==> config.mk <==
export PLATFORM = sky130hd
export DESIGN_NAME = dsp_mac_seq_flat
export DESIGN_NICKNAME = d
export VERILOG_FILES = /design/src/rtl/dsp_seq_pkg.sv /design/src/rtl/dsp_mac_seq_if.sv /design/src/rtl/mac_tag_pipe.sv /design/src/rtl/dsp_mac_seq.sv /design/src/flat_wrapper.sv
export SDC_FILE = /design/constraint.sdc
export NUM_CORES = 1
export LEC_CHECK = 0
export BUFFER_PORTS_ARGS = -buffer_cell sky130_fd_sc_hd__buf_2
export CORE_ASPECT_RATIO = 1.1
export CORE_UTILIZATION = 42
export CTS_CLUSTER_SIZE = 30
export DETAILED_ROUTE_END_ITERATION = 7
export PLACE_DENSITY_LB_ADDON = 0.2
export SLEW_MARGIN = 20
export SYNTH_ARGS = -nofsm -noshare
export SYNTH_HDL_FRONTEND = slang
export SYNTH_SLANG_ARGS = --single-unit
==> constraint.sdc <==
create_clock -name clk -period 1.7 [get_ports clk]
set_input_delay 0.17 -clock clk [delete_from_list [all_inputs] [get_ports clk]]
set_output_delay 0.17 -clock clk [all_outputs]
set_load 0.05 [all_outputs]
==> src/rtl/dsp_seq_pkg.sv <==
// dsp_seq_pkg: shared types and OPMODE constants for the DSP48A1 MAC sequencer.
package dsp_seq_pkg;

  typedef enum logic [1:0] {
    ST_IDLE,
    ST_RUN,
    ST_DRAIN,
    ST_HOLD
  } seq_state_e;

  // Kind of work a pipeline slot carries; LAST rides alongside as a flag
  typedef enum logic [1:0] {
    SLOT_NOP,
    SLOT_FIRST,
    SLOT_ACC
  } slot_kind_e;

  typedef struct packed {
    logic       last;
    slot_kind_e kind;
  } slot_tag_t;

  localparam logic [7:0] OPM_FIRST   = 8'h01;
  localparam logic [7:0] OPM_ACC     = 8'h09;
  localparam logic [7:0] OPM_NOP     = 8'h08;
  localparam int         OPM_SUB_BIT = 7;
  localparam int         P_W         = 48;

  // Translate a slot kind into the slice OPMODE; subtraction only touches
  // slots that actually feed the multiplier result into the adder
  function automatic logic [7:0] slot_opmode(slot_kind_e kind, logic sub);
    logic [7:0] opm;
    case (kind)
      SLOT_FIRST: opm = OPM_FIRST;
      SLOT_ACC:   opm = OPM_ACC;
      default:    opm = OPM_NOP;
    endcase
    if (sub && (kind != SLOT_NOP)) opm[OPM_SUB_BIT] = 1'b1;
    return opm;
  endfunction

endpackage

==> src/rtl/dsp_mac_seq_if.sv <==
// dsp_mac_seq_if: operand stream into the sequencer and result stream out of it.
// master = producer/consumer side, slave = the sequencer.
interface dsp_mac_seq_if #(
  parameter int WIDTH_A = 18,
  parameter int WIDTH_B = 18
);
  import dsp_seq_pkg::*;

  logic               s_valid;
  logic               s_ready;
  logic [WIDTH_A-1:0] s_a;
  logic [WIDTH_B-1:0] s_b;
  logic               res_valid;
  logic               res_ready;
  logic [P_W-1:0]     res_data;

  modport master (
    output s_valid, s_a, s_b, res_ready,
    input  s_ready, res_valid, res_data
  );

  modport slave (
    input  s_valid, s_a, s_b, res_ready,
    output s_ready, res_valid, res_data
  );

endinterface

==> src/rtl/mac_tag_pipe.sv <==
// mac_tag_pipe: delay line for slot tags. The slot kind is tapped OPM_DLY
// stages in to choose OPMODE; the LAST flag runs the full PIPE_LAT stages and
// is reported one cycle after it leaves the tail, when P holds the final sum.
module mac_tag_pipe
  import dsp_seq_pkg::*;
#(
  parameter int PIPE_LAT = 3,
  parameter int OPM_DLY  = 2
) (
  input  logic       clk,
  input  logic       rst_n,
  input  slot_tag_t  tag_i,
  output slot_kind_e tap_kind_o,
  output logic       last_exit_o
);

  // Only the kind up to the OPMODE tap is ever looked at, so the kind chain
  // stops there while the LAST chain runs the full latency
  slot_kind_e kind_q [0:OPM_DLY];
  logic       last_q [0:PIPE_LAT-1];
  logic       last_exit_q;

  // Shift every cycle; reset empties the pipe so a stale job cannot leak out
  always_ff @(posedge clk or negedge rst_n) begin
    if (!rst_n) begin
      for (int i = 0; i <= OPM_DLY; i++) kind_q[i] <= SLOT_NOP;
      for (int i = 0; i < PIPE_LAT; i++) last_q[i] <= 1'b0;
      last_exit_q <= 1'b0;
    end else begin
      kind_q[0] <= tag_i.kind;
      for (int i = 1; i <= OPM_DLY; i++) kind_q[i] <= kind_q[i-1];
      last_q[0] <= tag_i.last;
      for (int i = 1; i < PIPE_LAT; i++) last_q[i] <= last_q[i-1];
      last_exit_q <= last_q[PIPE_LAT-1];
    end
  end

  assign tap_kind_o  = kind_q[OPM_DLY];
  assign last_exit_o = last_exit_q;

endmodule

==> src/rtl/dsp_mac_seq.sv <==
// dsp_mac_seq: job sequencer running a DSP48A1 slice as a multiply-accumulator.
// Takes a job length, streams operand pairs to the slice, steers OPMODE so P
// ends up holding the sum of products, then offers P on a valid/ready port.
// Optional: define MAC_SUB_EN to add start_sub_i; a job started with it set
// produces the negated sum.
module dsp_mac_seq
  import dsp_seq_pkg::*;
#(
  parameter int WIDTH_A  = 18,
  parameter int WIDTH_B  = 18,
  parameter int LEN_W    = 8,
  parameter int OPM_DLY  = 2,
  parameter int PIPE_LAT = 3
) (
  input  logic               clk,
  input  logic               rst_n,
  input  logic               start_i,
  input  logic [LEN_W-1:0]   len_i,
`ifdef MAC_SUB_EN
  input  logic               start_sub_i,
`endif
  output logic               busy_o,
  dsp_mac_seq_if.slave       bus,
  output logic [WIDTH_A-1:0] dsp_a_o,
  output logic [WIDTH_B-1:0] dsp_b_o,
  output logic [7:0]         dsp_opmode_o,
  output logic               dsp_ce_o,
  input  logic [P_W-1:0]     dsp_p_i
);

  localparam logic [LEN_W-1:0] LEN_ONE = LEN_W'(1);

  seq_state_e         state_q;
  logic [LEN_W-1:0]   remaining_q;
  logic               first_q;
  logic [WIDTH_A-1:0] a_q;
  logic [WIDTH_B-1:0] b_q;
  logic [P_W-1:0]     res_q;
`ifdef MAC_SUB_EN
  logic               sub_q;
`endif
  logic               sub_sel;
  logic               hs;
  slot_tag_t          issue_tag;
  slot_kind_e         tap_kind;
  logic               last_exit;

`ifdef MAC_SUB_EN
  assign sub_sel = sub_q;
`else
  assign sub_sel = 1'b0;
`endif

  assign hs = (state_q == ST_RUN) && bus.s_valid;

  // Tag the slot issued this cycle: a product (first or accumulate) on a
  // handshake, otherwise a NOP that leaves P untouched
  always_comb begin
    issue_tag      = '{last: 1'b0, kind: SLOT_NOP};
    if (hs) begin
      issue_tag.kind = first_q ? SLOT_FIRST : SLOT_ACC;
      issue_tag.last = (remaining_q == LEN_ONE);
    end
  end

  mac_tag_pipe #(
    .PIPE_LAT (PIPE_LAT),
    .OPM_DLY  (OPM_DLY)
  ) u_tag_pipe (
    .clk         (clk),
    .rst_n       (rst_n),
    .tag_i       (issue_tag),
    .tap_kind_o  (tap_kind),
    .last_exit_o (last_exit)
  );

  // Job control: load length, count handshakes down, wait for the last
  // product to reach P, then hold the captured sum until it is taken
  always_ff @(posedge clk or negedge rst_n) begin
    if (!rst_n) begin
      state_q     <= ST_IDLE;
      remaining_q <= '0;
      first_q     <= 1'b0;
      a_q         <= '0;
      b_q         <= '0;
      res_q       <= '0;
`ifdef MAC_SUB_EN
      sub_q       <= 1'b0;
`endif
    end else begin
      case (state_q)
        ST_IDLE: begin
          if (start_i && (len_i != '0)) begin
            state_q     <= ST_RUN;
            remaining_q <= len_i;
            first_q     <= 1'b1;
`ifdef MAC_SUB_EN
            sub_q       <= start_sub_i;
`endif
          end
        end
        ST_RUN: begin
          if (hs) begin
            a_q         <= bus.s_a;
            b_q         <= bus.s_b;
            first_q     <= 1'b0;
            remaining_q <= remaining_q - LEN_ONE;
            if (remaining_q == LEN_ONE) state_q <= ST_DRAIN;
          end
        end
        ST_DRAIN: begin
          if (last_exit) begin
            res_q   <= dsp_p_i;
            state_q <= ST_HOLD;
          end
        end
        ST_HOLD: begin
          if (bus.res_ready) state_q <= ST_IDLE;
        end
        default: state_q <= ST_IDLE;
      endcase
    end
  end

  assign busy_o        = (state_q != ST_IDLE);
  assign bus.s_ready   = (state_q == ST_RUN);
  assign bus.res_valid = (state_q == ST_HOLD);
  assign bus.res_data  = res_q;
  assign dsp_a_o       = a_q;
  assign dsp_b_o       = b_q;
  assign dsp_ce_o      = (state_q == ST_RUN) || (state_q == ST_DRAIN);
  assign dsp_opmode_o  = slot_opmode(tap_kind, sub_sel);

endmodule

==> src/flat_wrapper.sv <==
// flat-port wrapper written by rule: the top's interface ports become plain ports
module dsp_mac_seq_flat import dsp_seq_pkg::*;
#(
  parameter int WIDTH_A  = 18,
  parameter int WIDTH_B  = 18,
  parameter int LEN_W    = 8,
  parameter int OPM_DLY  = 2,
  parameter int PIPE_LAT = 3
)
  (clk, rst_n, start_i, len_i, busy_o, dsp_a_o, dsp_b_o, dsp_opmode_o, dsp_ce_o, dsp_p_i, bus_s_valid, bus_s_a, bus_s_b, bus_res_ready, bus_s_ready, bus_res_valid, bus_res_data);
  dsp_mac_seq_if #(.WIDTH_A(WIDTH_A), .WIDTH_B(WIDTH_B)) bus_i ();
  input  logic clk;
  input  logic rst_n;
  input  logic start_i;
  input  logic [LEN_W-1:0] len_i;
  output logic busy_o;
  output logic [WIDTH_A-1:0] dsp_a_o;
  output logic [WIDTH_B-1:0] dsp_b_o;
  output logic [7:0] dsp_opmode_o;
  output logic dsp_ce_o;
  input  logic [P_W-1:0] dsp_p_i;
  input wire logic [$bits(bus_i.s_valid)-1:0] bus_s_valid;
  input wire logic [$bits(bus_i.s_a)-1:0] bus_s_a;
  input wire logic [$bits(bus_i.s_b)-1:0] bus_s_b;
  input wire logic [$bits(bus_i.res_ready)-1:0] bus_res_ready;
  output wire logic [$bits(bus_i.s_ready)-1:0] bus_s_ready;
  output wire logic [$bits(bus_i.res_valid)-1:0] bus_res_valid;
  output wire logic [$bits(bus_i.res_data)-1:0] bus_res_data;
  assign bus_i.s_valid = bus_s_valid;
  assign bus_i.s_a = bus_s_a;
  assign bus_i.s_b = bus_s_b;
  assign bus_i.res_ready = bus_res_ready;
  assign bus_s_ready = bus_i.s_ready;
  assign bus_res_valid = bus_i.res_valid;
  assign bus_res_data = bus_i.res_data;
  dsp_mac_seq #(.WIDTH_A(WIDTH_A), .WIDTH_B(WIDTH_B), .LEN_W(LEN_W), .OPM_DLY(OPM_DLY), .PIPE_LAT(PIPE_LAT)) u_core (.clk(clk), .rst_n(rst_n), .start_i(start_i), .len_i(len_i), .busy_o(busy_o), .bus(bus_i), .dsp_a_o(dsp_a_o), .dsp_b_o(dsp_b_o), .dsp_opmode_o(dsp_opmode_o), .dsp_ce_o(dsp_ce_o), .dsp_p_i(dsp_p_i));
endmodule
==> summary.txt, run 1 <==
Outcome
  – Status: finished with violations
  – Failing checks: DRC

Synth
  – Post-Syn Area: 0.00425 mm2
  – Cells after synthesis: 295
  – Ys async rst share: 1.00
  – Sequential fraction of the synthesis area: 0.619
  – Syn Area/Cell: 14.4 um2
  – FF+latch count, synth: 105
  – Number of synthesized flops with an enable pin: 0
  – Ys flop type: dfrtp_1
  – Post-synth cell types: 40
  – Synth Warn #: 0

Cells and area
  – Share of post-route cells with drive strength above 1: 0.670
  – Area of the multi-input gates: 0.00163 mm2
  – Post-Layout Cell Count: 638
  – Final Core Density: 0.607
  – Area Growth Syn to Fin: 40.6%
  – Nets@finish: 618
  – Flip-flop and latch area: 0.00263 mm2
  – Fill cell count: 818
  – Antenna cell count: 0

Route
  – Routed len/inst: 13.9 um
  – Final wirelength: 8850 um
  – Via count: 3041
  – Routed Antenna Nets: 0
  – Drt drc: 34
  – Drt initial violations: 114
  – Vias per cell: 4.77
  – Pre-antenna DRT Iters: 7

STA
  – Max Fclk: 0.598 GHz
  – Final count of hold timing violations: 0
  – Worst hold margin: 0.0321 ns
  – RSZ-0062 raised after global routing: true
  – Max-slew violation count: 0
  – Fin crit period: 1.67 ns
  – Tcrit/Tclk final: 0.984
  – Setup violators final: 0
  – Final setup margin: 0.0277 ns
  – Worst clock skew: 0.00831 ns

Power
  – Sequential fraction of design power: 0.327
  – Pwr Density: 1830 mW/mm2
  – Sw Pwr: 4860 uW
  – Clock share of power: 0.163
  – Logic gate share of total power: 0.510
  – Peak supply drop: 1160 uV
  – Sw Share: 0.446
  – Lkg Pwr: 0.00292 uW
  – Final Power: 10900 uW
  – Int Pwr: 6050 uW

Setup path
  – Crit Path Class: reg -> reg
  – Worst-path maximum fanout: 3
  – Number of buffers and inverters on the critical path: 1
  – Critical Path RT: 1.95 ns
  – Slowest CP cell: dfrtp_1
  – Worst path arrival time: 1.92 ns
  – CP Launch Type: flop
  – Worst setup EP type: flop
  – CP Cell Sequence: inv_2 -> ha_4 -> nor3b_4 -> nand3_2 -> a221oi_4 -> mux2_4
  – Cell family with most CP delay: flip-flops
  – Crit path largest cell delay: 0.40 ns

Place
  – GPL Wtd Cong: 0.835
  – Post-DP HPWL: 6540 um
  – Pre-CTS setup slack: -0.120 ns
  – Dpl cells: 618
  – I/O Buffers: 186

Global routing
  – Initial antenna violation count: 0
  – Largest net degree at the start of global routing: 41
  – Vias in the first global route: 3138
  – Grt ovf: 0
  – Gr usage total: 0.175
  – First-pass GRT wire length: 14600 um

Hold path
  – Worst min-delay path category: in -> reg

CTS
  – Max clock buf depth: 2
  – Worst skew pair latency: 0.36 ns
  – CTS tree: built
  – Clock Sinks: 105
  – H-tree levels: 3
  – TritonCTS Buffers: 9
  – CTS clk-pin slew, worst paths: 0.10 ns
  – Root Buffer: clkbuf_8

Floorplan
  – Ports: 193
  – Site row count: 38
  – Chip Height: 107 um
  – Starting Density: 0.431
  – Core area: 0.00984 mm2
  – Die span in x: 97.9 um
  – DIE AREA: 0.0105 mm2

Flow run
  – Max Cap Viol: 0
==> per-stage QoR <==
stage	TNS, ns	cell area [um2]
global route	-0.223	5970
CTS	0	5900
global placement	-0.512	5560
detailed placement	-0.869	5560
floorplan	-1.09	4310
finish	0	5970
==> repair_timing <==
item	4_1_cts	5_1_grt
pin swaps	3	3
hold endpoints to repair	30	0
buffers inserted	3	0
hold buffers	1	0
gates resized for setup	15	15
endpoints found under the setup margin	10	17
==> synthesized netlist by cell type (2+ instances only) <==
| cell | number | area share |
|---|---|---|
| a21oi_1 | 6 | 0.0071 |
| o211ai_1 | 2 | 0.0035 |
| a211oi_1 | 3 | 0.0053 |
| ha_1 | 8 | 0.024 |
| dfrtp_1 | 105 | 0.62 |
| nand3_1 | 3 | 0.0035 |
| a21boi_0 | 2 | 0.0035 |
| clkbuf_1 | 4 | 0.0035 |
| nand2_1 | 6 | 0.0053 |
| nor2_1 | 10 | 0.0088 |
| a311oi_1 | 3 | 0.0062 |
| inv_1 | 13 | 0.011 |
| buf_4 | 6 | 0.011 |
| buf_1 | 6 | 0.0053 |
| mux2_2 | 86 | 0.23 |
| o21ai_0 | 4 | 0.0047 |
| nand2b_1 | 3 | 0.0044 |
| o22ai_1 | 2 | 0.0029 |
| nor3_1 | 2 | 0.0024 |
==> cell families after synthesis <==
family / synth area share
adders and majority gates: 0.0236
and+or+nand+nor: 0.0395
muxes: 0.230
DFF: 0.619
other: 0.000883
buffers and inverters: 0.0348
AOI/OAI and AO/OA: 0.0519
==> layout make-up <==
class                   instances  share of cell area
inverters                      13             0.00922
repair buffers                220               0.213
multi-input cells             164               0.272
well taps                     120              0.0252
clock inverters                 5              0.0145
flip-flops and latches        105               0.440
clock buffers                  11              0.0254
==> path summary, 6_finish.rpt <==
check / slack, ns / endpoint / depth (start not counted) / start
max: 0.03 / u_core.state_q[1]$_DFFE_PN0P_ / 6 / u_core.remaining_q[1]$_DFFE_PN0P_
min: 0.03 / u_core.bus.res_data[24]$_DFFE_PN0P_ / 2 / dsp_p_i[24]
max reg2reg: 0.03 / u_core.state_q[1]$_DFFE_PN0P_ / 6 / u_core.remaining_q[1]$_DFFE_PN0P_
min reg2reg: 0.35 / u_core.u_tag_pipe.kind_q[3]$_DFF_PN0_ / 0 / u_core.u_tag_pipe.kind_q[5]$_DFF_PN0_
max in group asynchronous: 0.85 / u_core.bus.res_data[25]$_DFFE_PN0P_ / 3 / rst_n
min in group asynchronous: 0.30 / u_core.dsp_b_o[6]$_DFFE_PN0P_ / 2 / rst_n
==> registers in the layout, indices dropped and copies added (netlist names) <==
name	flops
u_core.bus.res_data	48
u_core.dsp_a_o	18
u_core.dsp_b_o	18
u_core.first_q	1
u_core.remaining_q	8
u_core.state_q	2
u_core.u_tag_pipe.kind_q	4
u_core.u_tag_pipe.last_exit_o	1
u_core.u_tag_pipe.last_q	3
u_core.u_tag_pipe.tap_kind_o	2
==> per-layer routing <==
| layer | share of wire | up-vias | track usage |
|---|---|---|---|
| met3 | 0.070 | 10 | 0.0448 |
| met5 | 0 | - | 0 |
| met4 | 0.014 | 0 | 0.0530 |
| met1 | 0.42 | 1463 | 0.216 |
| met2 | 0.50 | 107 | 0.302 |
| li1 | - | 1461 | - |
==> power groups by stage <==
stage	registers (uW)	logic, uW	clock network [uW]
detailed placement	3600	5220	0
global placement	3570	5160	0
global route	3660	5890	1920
floorplan	5600	1790	0
CTS	3550	5460	1840
finish	3570	5570	1780
==> placed cells by master (no fill, tap or decap), types with 3 or more instances in the layout <==
| master | n |
|---|---|
| a21oi_1 | 6 |
| a311oi_1 | 3 |
| buf_12 | 4 |
| buf_2 | 182 |
| buf_4 | 28 |
| buf_6 | 4 |
| clkbuf_8 | 11 |
| conb_1 | 6 |
| dfrtp_1 | 104 |
| ha_1 | 3 |
| ha_4 | 4 |
| inv_1 | 8 |
| inv_2 | 3 |
| mux2_2 | 84 |
| nand2_1 | 4 |
| nand2b_1 | 3 |
| nor2_1 | 10 |
| o21ai_0 | 3 |
==> worst register-to-register path, delay by kind of cell (launching register included) <==
family          cells  cell delay, ns
compound gates      1            0.31
fa+ha+maj           1            0.13
simple gates        2            0.32
buf+inv             1            0.09
flops               1            0.40
mux                 1            0.32
(Power assumes the default switching activity.)
==> inputs of run 2 (changes only) <==
--- a/config.mk
+++ b/config.mk
@@ -7,6 +7,7 @@
 export LEC_CHECK = 0
 export BUFFER_PORTS_ARGS = -buffer_cell sky130_fd_sc_hd__buf_2
 export CORE_ASPECT_RATIO = 1.1
+export CORE_MARGIN = 1.5
 export CORE_UTILIZATION = 42
 export CTS_CLUSTER_SIZE = 30
 export DETAILED_ROUTE_END_ITERATION = 7
==> run 2 against run 1 <==
  * Clock power shrank 21%
  * Highest routed layer unchanged
  * Sequential share of layout area grew 0.44 points
  * Sequential power is essentially flat
  * Routed wire length grew 5.9%
  * Via count grew 1.7%
  * The flow still finishes with violations (DRC)
  * Non-clock buffer count is the same
  * Largest cell class unchanged
  * Register-to-register slack lost 0.02 ns
  * Combinational power is essentially flat
  * Count of clock-buffer cells in the layout grew 1
  * Power shrank 3.2%
  * Core utilization shrank 0.60 points
  * Die area grew 2.0%
==> summary.txt, run 2 (synthesis results as in run 1) <==
Setup path
  – Worst-path maximum fanout: 3
  – Crit path to: u_core.state_q[1]$_DFFE_PN0P_
  – Critical Path RT: 1.95 ns
  – CP Launch Type: flop
  – Path depth of the worst reg2reg path: 6
  – Worst setup EP type: flop
  – Crit Path Class: reg -> reg
  – Worst path arrival time: 1.94 ns
  – RR Startpoint: u_core.remaining_q[1]$_DFFE_PN0P_
  – Critical Path Source: u_core.remaining_q[1]$_DFFE_PN0P_
  – Reg2reg end: u_core.state_q[1]$_DFFE_PN0P_
  – Setup slack, reg-to-reg: 0.01 ns

Cells and area
  – Area Growth Syn to Fin: 39.2%
  – Most common cell after layout, fill and taps aside: buf_2
  – Area of the multi-input gates: 0.00165 mm2
  – Antenna cell count: 0
  – Most frequent cells in the layout: buf_2, dfrtp_1, mux2_2, buf_4
  – Flip-flop and latch area: 0.00263 mm2
  – Share of post-route cells with drive strength above 1: 0.670
  – Nets@finish: 618
  – Max reg flops: 48
  – Post-Layout Cell Count: 638
  – Fill cell count: 823

Hold path
  – Worst min-delay path category: in -> reg

Floorplan
  – Starting Density: 0.431
  – Ports: 193
  – Site row count: 38
  – Core area: 0.00984 mm2
  – DIE AREA: 0.0107 mm2
  – Die span in x: 98.9 um
  – Chip Height: 108 um

Global routing
  – Gr usage total: 0.172
  – Initial antenna violation count: 0
  – Largest net degree at the start of global routing: 106
  – Vias in the first global route: 3091
  – First-pass GRT wire length: 14500 um
  – Grt ovf: 0

STA
  – Fin crit period: 1.69 ns
  – Rel. slew slack: 0.615
  – Tcrit/Tclk final: 0.994
  – RSZ-0062 raised after global routing: true
  – Worst clock skew: 0.00660 ns
  – Max-slew violation count: 0
  – Max Fclk: 0.592 GHz
  – Final count of hold timing violations: 0
  – Worst hold margin: 0.0310 ns
  – Setup violators final: 0
  – Setup TNS: 0 ns
  – Worst slew pin tran: 0.577 ns

Place
  – Post-DP HPWL: 6660 um
  – GPL Wtd Cong: 0.825
  – Dpl cells: 616
  – I/O Buffers: 186

Route
  – Final wirelength: 9380 um
  – Pre-antenna DRT Iters: 6
  – Drt initial violations: 115
  – Via count: 3092
  – Vias per cell: 4.85
  – Drt drc: 18
  – Routed Antenna Nets: 0
  – Routed len/inst: 14.7 um

Power
  – Pwr Density: 1790 mW/mm2
  – Peak supply drop: 1020 uV
  – Lkg Pwr: 0.00288 uW

Outcome
  – Failing checks: DRC
  – Status: finished with violations

CTS
  – CTS clk-pin slew, worst paths: 0.10 ns
  – Clock Sinks: 105
  – CTS tree: built
  – Max clock buf depth: 2
  – Root Buffer: clkbuf_8
  – Worst skew pair latency: 0.36 ns
  – H-tree levels: 3
  – TritonCTS Buffers: 9

Flow run
  – Max Cap Viol: 0
[run 2: cell types whose count changed in the layout (fill, tap and decap cells not counted), moves of 2 or more]
cell	previous run	this run
bufinv_16	2	0
clkbuf_1	0	2
clkinvlp_4	1	3
a21oi_2	0	2
a21oi_1	6	4
[run 2: area by class of cell]
type | instances | area share
Multi-Input combinational cell | 164 | 0.279
Clock inverter | 4 | 0.00487
Tap cell | 120 | 0.0254
Clock buffer | 12 | 0.0246
Inverter | 13 | 0.00931
Timing Repair Buffer | 220 | 0.213
Sequential cell | 105 | 0.445
[run 2: worst min path at each step]
stage	start	end	slack (ns)	depth (start not counted)
6_report	bus_s_a[16]	u_core.dsp_a_o[16]$_DFFE_PN0P_	0.03	2
2_1_floorplan	rst_n	u_core.bus.res_data[0]$_DFFE_PN0P_	-0.13	0
3_3_place_gp	rst_n	u_core.bus.res_data[39]$_DFFE_PN0P_	0.28	2
5_1_grt	bus_s_a[16]	u_core.dsp_a_o[16]$_DFFE_PN0P_	0.01	2
3_5_place_dp	rst_n	u_core.bus.res_data[43]$_DFFE_PN0P_	0.29	2
4_1_cts	bus_s_a[16]	u_core.dsp_a_o[16]$_DFFE_PN0P_	0.006	2
[run 2: worst max-delay path, stage by stage (launching register included)]
cell      delay [ns]
dfrtp_1         0.40
inv_2           0.11
ha_4            0.13
nor3b_4         0.19
nand3_2         0.12
a221oi_4        0.30
mux2_4          0.33
[run 2: through the flow]
| stage | power [uW] | util | setup WS, ns | area, um2 |
|---|---|---|---|---|
| after floorplan | 7390 | - | -0.175 | 4310 |
| after global placement | 8680 | 0.562 | -0.0675 | 5530 |
| after detailed placement | 8770 | 0.562 | -0.110 | 5530 |
| after CTS | 10300 | 0.587 | -0.0235 | 5780 |
| after global routing | 11100 | 0.601 | -0.0776 | 5910 |
| final | 10600 | 0.601 | 0.0110 | 5910 |
[run 2: routing by layer]
metal | GRT usage | routed length, um | vias up
li1 | - | - | 1459
met1 | 0.209 | 3830 | 1493
met2 | 0.296 | 4760 | 130
met3 | 0.0356 | 654 | 10
met4 | 0.0765 | 134 | 0
met5 | 0 | 0 | -
[run 2: where the power goes]
part,internal [uW],switching [uW]
Clock,575,823
Sequential,3200,360
Combinational,1900,3700
Total,5680,4880
[run 2: what timing repair did]
item / CTS / global route
pin swaps: 6 / 7
endpoints found under the hold margin: 105 / 0
hold buffers: 1 / 0
endpoints found under the setup margin: 9 / 12
resized for setup: 10 / 24
buffers inserted: 4 / 1
==> inputs of run 3 (changes only) <==
--- a/config.mk
+++ b/config.mk
@@ -11,7 +11,7 @@
 export CORE_UTILIZATION = 42
 export CTS_CLUSTER_SIZE = 30
 export DETAILED_ROUTE_END_ITERATION = 7
-export PLACE_DENSITY_LB_ADDON = 0.2
+export PLACE_DENSITY = 0.76
 export SLEW_MARGIN = 20
 export SYNTH_ARGS = -nofsm -noshare
 export SYNTH_HDL_FRONTEND = slang
==> run 3 against run 2 <==
  * The flow finishes with violations (DRC, setup timing)
  * Design area is essentially flat
  * Setup slack worse by 0.027 ns
  * Hold slack better by 0.0066 ns
  * Sequential cell count did not move
  * Clock skew up 0.0032 ns
  * Critical path depth unchanged
  * Critical path type unchanged
==> summary.txt, run 3 (synthesis results as in run 1) <==
Outcome
  – Status: finished with violations
  – Failing checks: DRC, setup timing

Setup path
  – Worst-path maximum fanout: 6
  – Path depth of the worst reg2reg path: 6
  – Crit Path Class: reg -> reg
  – Worst path arrival time: 2.02 ns
  – CP Launch Type: flop
  – Worst setup EP type: flop
  – Critical Path RT: 2.00 ns

Place
  – Dpl cells: 618
  – GPL Wtd Cong: 0.833
  – I/O Buffers: 186
  – Post-DP HPWL: 6680 um
  – DP Area: 0.00556 mm2

Floorplan
  – DIE AREA: 0.0107 mm2
  – Starting Density: 0.431
  – Site row count: 38
  – Ports: 193
  – Core area: 0.00984 mm2
  – Chip Height: 108 um
  – Die span in x: 98.9 um

Cells and area
  – Fill cell count: 821
  – Design Area, Final: 0.00592 mm2
  – Antenna cell count: 0
  – Share of post-route cells with drive strength above 1: 0.669
  – Nets@finish: 618
  – Most frequent cells in the layout: buf_2, dfrtp_1, mux2_2, buf_4, nor2_1
  – Most common cell after layout, fill and taps aside: buf_2
  – Post-Layout Cell Count: 637
  – Max reg flops: 48
  – Area Growth Syn to Fin: 39.3%

CTS
  – Max clock buf depth: 2
  – Worst skew pair latency: 0.35 ns
  – TritonCTS Buffers: 9
  – CTS tree: built
  – Clock Sinks: 105
  – CTS clk-pin slew, worst paths: 0.10 ns
  – Root Buffer: clkbuf_8
  – H-tree levels: 3

Global routing
  – Vias in the first global route: 2995
  – Largest net degree at the start of global routing: 42
  – Initial antenna violation count: 0
  – First-pass GRT wire length: 14200 um
  – Gr usage total: 0.169
  – Grt ovf: 0

STA
  – Fin crit period: 1.72 ns
  – Max-slew violation count: 0
  – Final setup margin: -0.0157 ns
  – Max Fclk: 0.583 GHz
  – Final count of hold timing violations: 0
  – Tcrit/Tclk final: 1.01
  – Worst clock skew: 0.00979 ns
  – RSZ-0062 raised after global routing: true
  – Setup violators final: 1

Hold path
  – WHS Path Cells: 2
  – Worst min-delay path category: in -> reg

Power
  – Final Power: 10700 uW
  – Pwr Density: 1810 mW/mm2
  – Peak supply drop: 1090 uV
  – Lkg Pwr: 0.00289 uW

Route
  – Routed len/inst: 14.4 um
  – Routed Antenna Nets: 0
  – Drt initial violations: 80
  – Drt drc: 17
  – Vias per cell: 4.84
  – Pre-antenna DRT Iters: 8
  – Final wirelength: 9140 um
  – Via count: 3080

Flow run
  – Max Cap Viol: 0
## run 3: routing by layer
layer	up-vias	share of wire	track usage
li1	1465	-	-
met1	1493	0.42	0.206
met5	-	0	0
met3	8	0.060	0.0459
met4	0	0.012	0.0510
met2	114	0.50	0.293
## run 3: what timing repair did
item,CTS,global route
buffers inserted,2,1
endpoints found under the hold margin,34,0
hold buffers,1,0
endpoints found under the setup margin,8,20
gates resized for setup,16,13
pin swaps,4,2
cloned,0,0
## run 3: cell type report
cell class	count	area [um2]	area share
sequential	105	2630	0.444
clock inverter	5	56.3	0.00952
clock buffer	10	128	0.0216
timing repair buffer	220	1270	0.214
multi-input combinational	164	1630	0.276
inverter	13	52.6	0.00888
tap	120	150	0.0254
## run 3: final timing paths
check                           slack, ns                             startpoint                                     to
worst max-delay path                -0.02          u_core.state_q[0]$_DFFE_PN0P_      u_core.remaining_q[7]$_DFFE_PN0P_
worst min-delay path                 0.04                            bus_s_b[15]         u_core.dsp_b_o[15]$_DFFE_PN0P_
worst max register to register      -0.02          u_core.state_q[0]$_DFFE_PN0P_      u_core.remaining_q[7]$_DFFE_PN0P_
worst min register to register       0.35  u_core.u_tag_pipe.last_q[1]$_DFF_PN0_  u_core.u_tag_pipe.last_q[0]$_DFF_PN0_
max in group asynchronous            0.83                                  rst_n    u_core.bus.res_data[19]$_DFFE_PN0P_
min in group asynchronous            0.32                                  rst_n         u_core.dsp_a_o[11]$_DFFE_PN0P_
## run 3: per-stage QoR
stage	setup WS (ns)	setup TNS [ns]	hold slack, ns	utilization
global route	-0.0729	-0.560	0.00897	0.601
finish	-0.0157	-0.0157	0.0375	0.601
CTS	0.00129	0	0.0140	0.594
global placement	-0.111	-0.327	0.159	0.565
detailed placement	-0.139	-0.625	0.166	0.565
floorplan	-0.175	-1.09	-0.126	-
## run 3: where the power goes
group	internal (uW)	switching, uW
Sequential	3200	366
Combinational	1950	3700
Clock	675	806
Total	5820	4870
## run 3: critical path, cell delays in order, from the launching register on
cell and delay (ns):
dfrtp_1 0.44, inv_2 0.13, ha_4 0.19, mux2_4 0.17, o311a_4 0.19, or4b_4 0.46
nand3_2 0.07
